## src/rtl/pk_t1_pack_ctrl_pkg.sv

```systemverilog
// pk_t1_pack_ctrl_pkg: shared constants and FSM state type for the t1 pack sequencer
package pk_t1_pack_ctrl_pkg;
  localparam int N = 256;
  localparam int T1_BITS = 10;
  localparam int T1_GROUP = 4;
  localparam int T1_GROUP_BYTES = 5;
  localparam int T1_POLY_BYTES = 320;
  typedef enum logic [2:0] {IDLE, FETCH, EMIT, DRAIN, DONE} state_t;
endpackage

```

## src/rtl/t1_group_pack.sv

```systemverilog
// t1_group_pack: packs four 10-bit t1 coefficients into 5 bytes (byte 0 in bits [7:0])
//   coefs in  40  {a3, a2, a1, a0}, 10 bits each
//   bytes out 40  {b4, b3, b2, b1, b0}
module t1_group_pack
  import pk_t1_pack_ctrl_pkg::*;
(
  input  logic [T1_GROUP*T1_BITS-1:0] coefs,
  output logic [T1_GROUP_BYTES*8-1:0] bytes
);
  logic [T1_BITS-1:0] a0, a1, a2, a3;
  assign {a3, a2, a1, a0} = coefs;
  assign bytes = {a3[9:2], {a3[1:0], a2[9:4]}, {a2[3:0], a1[9:6]}, {a1[5:0], a0[9:8]}, a0[7:0]};
endmodule

```

## src/rtl/pk_t1_pack_ctrl.sv

```systemverilog
// pk_t1_pack_ctrl: streams K t1 polynomials from coefficient RAM as packed bytes
//   clk, rst_n              clock, async active-low reset
//   start/busy/done         pass control
//   coef_rd_en/addr/data    RAM read port, data 1 cycle after enable
//   out_data/valid/ready    byte stream
//   err                     sticky range error, only when T1_RANGE_CHECK_EN is defined
module pk_t1_pack_ctrl
  import pk_t1_pack_ctrl_pkg::*;
#(
  parameter int K = 4,
  parameter int AW = 10
) (
  input  logic          clk,
  input  logic          rst_n,
  input  logic          start,
  output logic          busy,
  output logic          done,
  output logic          coef_rd_en,
  output logic [AW-1:0] coef_rd_addr,
  input  logic [31:0]   coef_rd_data,
  output logic [7:0]    out_data,
  output logic          out_valid,
  input  logic          out_ready,
  output logic          err
);
  localparam int NC = K * N;
  localparam int NG = K * T1_POLY_BYTES / T1_GROUP_BYTES;
  state_t state, state_nx;
  logic [AW-1:0] addr, gl, ge;
  logic [1:0] rd_left, ret_idx, res, occ;
  logic rd_v, stg_full, grp_valid;
  logic [T1_GROUP-2:0][T1_BITS-1:0] col;
  logic [T1_GROUP*T1_BITS-1:0] stg, new_raw;
  logic [T1_GROUP_BYTES*8-1:0] grp, packed_grp;
  logic [2:0] bi;
  logic acc, last_b, last_acc, grp_free, last_ret, ld_stg, ld_new, grp_start, fire;
  t1_group_pack u_pack (.coefs(stg_full ? stg : new_raw), .bytes(packed_grp));
  // Occupancy counts the group register, the staging register and groups whose
  // reads are in flight; capping it at two guarantees every returning group has a home.
  always_comb begin
    acc = grp_valid && out_ready;
    last_b = acc && bi == 3'(T1_GROUP_BYTES - 1);
    last_acc = last_b && ge == AW'(1);
    grp_free = !grp_valid || last_b;
    last_ret = rd_v && ret_idx == 2'(T1_GROUP - 1);
    new_raw = {coef_rd_data[T1_BITS-1:0], col};
    ld_stg = grp_free && stg_full;
    ld_new = grp_free && !stg_full && last_ret;
    occ = {1'b0, grp_valid} + {1'b0, stg_full} + res;
    grp_start = (state == FETCH || state == EMIT) && rd_left == 2'd0 && gl != '0 && occ < 2'd2;
    fire = state == IDLE && start;
  end
  always_ff @(posedge clk or negedge rst_n) begin
    if (!rst_n) state <= IDLE;
    else state <= state_nx;
  end
  always_comb begin
    state_nx = state;
    unique case (state)
      IDLE:  state_nx = start ? FETCH : IDLE;
      FETCH: state_nx = (ld_stg || ld_new) ? EMIT : FETCH;
      EMIT:  state_nx = gl == '0 ? DRAIN : EMIT;
      DRAIN: state_nx = last_acc ? DONE : DRAIN;
      DONE:  state_nx = IDLE;
      default: state_nx = IDLE;
    endcase
  end
  always_comb begin
    busy = state == FETCH || state == EMIT || state == DRAIN;
    done = state == DONE;
    coef_rd_en = grp_start || rd_left != 2'd0;
    coef_rd_addr = addr;
    out_valid = grp_valid;
    out_data = grp[7:0];
  end
  always_ff @(posedge clk or negedge rst_n) begin
    if (!rst_n) begin
      addr <= '0;
      gl <= '0;
      ge <= '0;
      rd_left <= '0;
      rd_v <= 1'b0;
      ret_idx <= '0;
      col <= '0;
      res <= '0;
      stg <= '0;
      stg_full <= 1'b0;
      grp <= '0;
      grp_valid <= 1'b0;
      bi <= '0;
    end else begin
      if (fire) begin
        addr <= '0;
        gl <= AW'(NG);
        ge <= AW'(NG);
      end else begin
        if (coef_rd_en) addr <= addr == AW'(NC - 1) ? '0 : addr + AW'(1);
        if (grp_start) gl <= gl - AW'(1);
        if (last_b) ge <= ge - AW'(1);
      end
      rd_left <= grp_start ? 2'(T1_GROUP - 1) : rd_left != 2'd0 ? rd_left - 2'd1 : 2'd0;
      rd_v <= coef_rd_en;
      if (rd_v) ret_idx <= ret_idx + 2'd1;
      if (rd_v && !last_ret) col[ret_idx] <= coef_rd_data[T1_BITS-1:0];
      res <= res + {1'b0, grp_start} - {1'b0, last_ret};
      // A completed group bypasses staging when the group register is free and staging is empty.
      if (last_ret && !ld_new) begin
        stg <= new_raw;
        stg_full <= 1'b1;
      end else if (ld_stg) stg_full <= 1'b0;
      if (ld_stg || ld_new) begin
        grp <= packed_grp;
        grp_valid <= 1'b1;
        bi <= '0;
      end else if (acc) begin
        grp <= grp >> 8;
        bi <= bi + 3'd1;
        if (last_b) grp_valid <= 1'b0;
      end
    end
  end
`ifdef T1_RANGE_CHECK_EN
  always_ff @(posedge clk or negedge rst_n) begin
    if (!rst_n) err <= 1'b0;
    else if (fire) err <= 1'b0;
    else if (rd_v && |coef_rd_data[31:T1_BITS]) err <= 1'b1;
  end
`else
  logic unused_hi;
  assign unused_hi = ^coef_rd_data[31:T1_BITS];
  assign err = 1'b0;
`endif
endmodule

```

## config.mk

```make
export PLATFORM = sky130hd
export DESIGN_NAME = pk_t1_pack_ctrl
export DESIGN_NICKNAME = d
export VERILOG_FILES = /design/src/rtl/pk_t1_pack_ctrl_pkg.sv /design/src/rtl/t1_group_pack.sv /design/src/rtl/pk_t1_pack_ctrl.sv
export SDC_FILE = /design/constraint.sdc
export NUM_CORES = 1
export LEC_CHECK = 0
export ABC_AREA = 1
export CORE_ASPECT_RATIO = 2
export CORE_MARGIN = 3
export CORE_UTILIZATION = 63
export CTS_CLUSTER_DIAMETER = 120
export DETAILED_ROUTE_END_ITERATION = 6
export PLACE_DENSITY = 0.85
export SLEW_MARGIN = 30
export SYNTH_ARGS = -nofsm -noshare
export SYNTH_HDL_FRONTEND = slang
export SYNTH_SLANG_ARGS = --single-unit
```

## constraint.sdc

```tcl
create_clock -name clk -period 4.4 [get_ports clk]
set_input_delay 0.44 -clock clk [delete_from_list [all_inputs] [get_ports clk]]
set_output_delay 0.44 -clock clk [all_outputs]
set_load 0.03 [all_outputs]
```

==> flow_metrics.py <==
metrics = {
    "placement": {
        "dp_hpwl_um": 10800,
        "gp_congestion": 0.886,
        "postPlaceCellArea_um2": 7680,
        "port_buffers": 35,
    },
    "worst_hold_path": {
        "hp-class": "in -> async",
    },
    "cts": {
        "cts_htree_levels": 4,
        "cts_tree": "built",
        "clockRootBuffer": "clkbuf_16",
        "postCtsSetupBuffers": 0,
        "clkSinkCount": 155,
        "cts.clk_slew.worst_paths_ns": 0.06,
        "clk_latency_ns": 0.43,
        "postCtsHoldBufs": 0,
        "clockBufferDepth": 2,
        "ctsResizeCount": 0,
        "cts_buffers": 17,
    },
    "setup_path": {
        "crit_family": "buffers and inverters",
        "rr_startpoint": "bi[0]",
        "cp_cell_sequence": "buf_4 > nand2_1 > nand2_1 > nand2_1 > nand2_1 > nand3_2 > nand2_1 > clkdlybuf4s50_1",
        "cp_max_fo": 23,
        "max_stage_delay_ns": 0.69,
        "rrSetupSlack_ns": 1.86,
        "crit_type": "reg -> out",
        "start_kind": "register",
        "reg2reg_depth": 12,
        "critPathBufInv": 2,
        "end_kind": "primary output",
        "cp.required_ns": 3.96,
        "crit_path_frequent_cell": "nand2_1",
        "critPathArrivalTime_ns": 2.53,
        "cp.depth": 8,
        "cp_slowest_cell": "clkdlybuf4s50_1",
        "r2r_end": "grp[39]",
    },
    "grt": {
        "grt_pass1_vias": 6226,
        "antenna_found_initial": 0,
        "grt_pass1_wl_um": 29500,
        "grt_use_total_pct": 29.1,
        "grt_start_max_net_pins": 101,
        "grt_overflow": 0,
    },
    "sta": {
        "maxSlewViolCount": 0,
        "worstMarginPinSlew_ns": 0.793,
        "fin_setup_tns_ns": 0,
        "hold_violations": 0,
        "rsz0062_at_grt": "false",
        "skew_ns": 0.00721,
        "min_period_ns": 2.97,
        "fmax_ghz": 0.336,
        "setup_violations": 0,
        "period_share_pct": 67.6,
        "max_slew_margin_pct": 47.0,
    },
    "routing": {
        "drtAntennaViolNets": 0,
        "wl_per_cell_um": 16.5,
        "via_per_inst": 5.79,
        "drt_pass1_iterations": 5,
        "drcViolationCount": 0,
        "drt_iter0_markers": 620,
        "num_vias": 6115,
        "finalWirelength_um": 17500,
    },
    "logic_synthesis": {
        "synth_commonest_cells": "nand2_1 (255), dfrtp_1 (155), o21ai_0 (113)",
        "synth.distinct_cells": 35,
        "ys_ff_latch": 155,
        "syn-instance-count": 894,
        "ys_async_sr_fraction_pct": 100,
        "ys_top_cells_by_area": "dfrtp_1 (52%), nand2_1 (13%), o21ai_0 (7.6%), nand3_1 (6.5%), inv_1 (4.1%)",
        "synth_top_flop_cell": "dfrtp_1",
        "yosysTopAreaCell": "dfrtp_1",
        "synth_enable_flop_cells": 0,
        "syn-cell-area_um2": 7400,
        "ys_warn_count": 0,
        "synth.most_common_cell": "nand2_1",
        "synth_nets": 944,
        "ys_seq_area_share_pct": 52.4,
        "avgSynthCellArea_um2": 8.27,
        "yosys.area.top_type_share_pct": 52.4,
    },
    "die": {
        "rows": 55,
        "start_util_pct": 64.7,
        "die_w_um": 82.6,
        "ios": 59,
        "dieArea_um2": 13200,
        "chipHeight_um": 159,
        "core-area_um2": 11400,
    },
    "final_layout": {
        "antenna_cells": 0,
        "layout-drive-gt1-share_pct": 5.79,
        "area_delta_synth_final_pct": 12.1,
        "fin_nets": 952,
        "multi_input_area_um2": 2880,
        "final_util_pct": 72.6,
        "fillers": 866,
        "fin_area_um2": 8290,
        "regArea_um2": 3880,
    },
    "flow_run": {
        "maxCapViolCount": 0,
    },
    "run_status": {
        "outcome": "complete, no violations",
    },
    "power_and_ir_drop": {
        "power_density_nw_per_um2": 361,
        "leakage_nw": 4.31,
        "vdd_drop_max_v": 0.000313,
    },
}
-- placed cells by master, fill, tap and decap left out, drive strengths merged --
cell type	instances
or2	2
clkinvlp	3
inv	83
nand3b	2
buf	9
nand4	15
nand2	259
clkinv	6
xnor2	3
o21ai	117
clkbuf	22
dfrtp	155
clkdlybuf4s50	34
nor2	43
nor4	1
nand3	98
o211ai	17
ha	14
nor3b	1
xor2	9
a31o	1
a211oi	1
conb	1
nor3	7
o21bai	1
a21oi	8
bufinv	3
-- flip-flops by register name, summed over array words and instances (netlist names), 2 cells and up --
name,flops
ge,10
ret_idx,2
bi,3
stg,40
grp,40
rd_left,2
res,2
state,3
gl,10
col,30
coef_rd_addr,10
-- worst register-to-register path: stages, from the launching register on --
cell     delay [ns]
dfrtp_1        0.36
inv_1          0.08
ha_1           0.20
nand2_1        0.11
nor2_4         0.07
inv_2          0.08
nand2_2        0.08
nand2_2        0.47
nand2_1        0.19
inv_1          0.11
buf_4          0.41
nand2_1        0.16
o21ai_0        0.12
-- how the worst max path moves through the flow --
stage | startpoint | endpoint | slack, ns
2_1_floorplan | out_valid | res[1] | 2.32
3_3_place_gp | out_ready | stg[24] | 1.76
3_5_place_dp | out_ready | grp[10] | 1.71
4_1_cts | stg_full | coef_rd_en | 1.44
5_1_grt | stg_full | coef_rd_en | 1.30
6_report | stg_full | coef_rd_en | 1.43
-- kinds of logic after synthesis --
logic type | count (synthesis) | synth area share, %
AOI/OAI and AO/OA | 145 | 10.5
and+or+nand+nor | 428 | 24.6
buffers and inverters | 139 | 8.58
xor gates and xnor gates | 12 | 1.42
DFF | 155 | 52.4
adders and majority gates | 14 | 2.37
other | 1 | 0.0507
-- cell type report --
| cell class | instances | share of cell area [%] |
|---|---|---|
| clock buffers | 21 | 5.67 |
| clock inverters | 11 | 1.70 |
| inverters | 84 | 3.88 |
| multi-input cells | 600 | 34.8 |
| flip-flops and latches | 155 | 46.8 |
| well taps | 142 | 2.14 |
| repair buffers | 44 | 5.08 |
-- where the power goes --
| part | internal, mW | switching, mW | total [mW] |
|---|---|---|---|
| Sequential | 1.43 | 0 | 1.43 |
| Combinational | 0.0136 | 0.0424 | 0.0560 |
| Clock | 0.934 | 0.579 | 1.51 |
-- routing by layer --
metal | part of all wire (%) | vias to the layer above | global-route usage [%]
met1 | 37 | 2963 | 32.3
li1 | - | 2913 | -
met2 | 54 | 174 | 49.7
met4 | 5.4 | 0 | 15.9
met5 | 0 | - | 0
met3 | 4.1 | 65 | 6.34
-- through the flow --
stage,hold slack (ns),worst slack (ns),instances,total power [mW]
after global placement,0.441,1.76,1025,1.51
final,0.0858,1.43,1057,2.99
after detailed placement,0.460,1.71,1025,1.51
after floorplan,0.144,2.32,894,1.46
after CTS,0.163,1.44,1057,3.00
after global routing,0.147,1.30,1057,3.06
(Power assumes the default switching activity.)
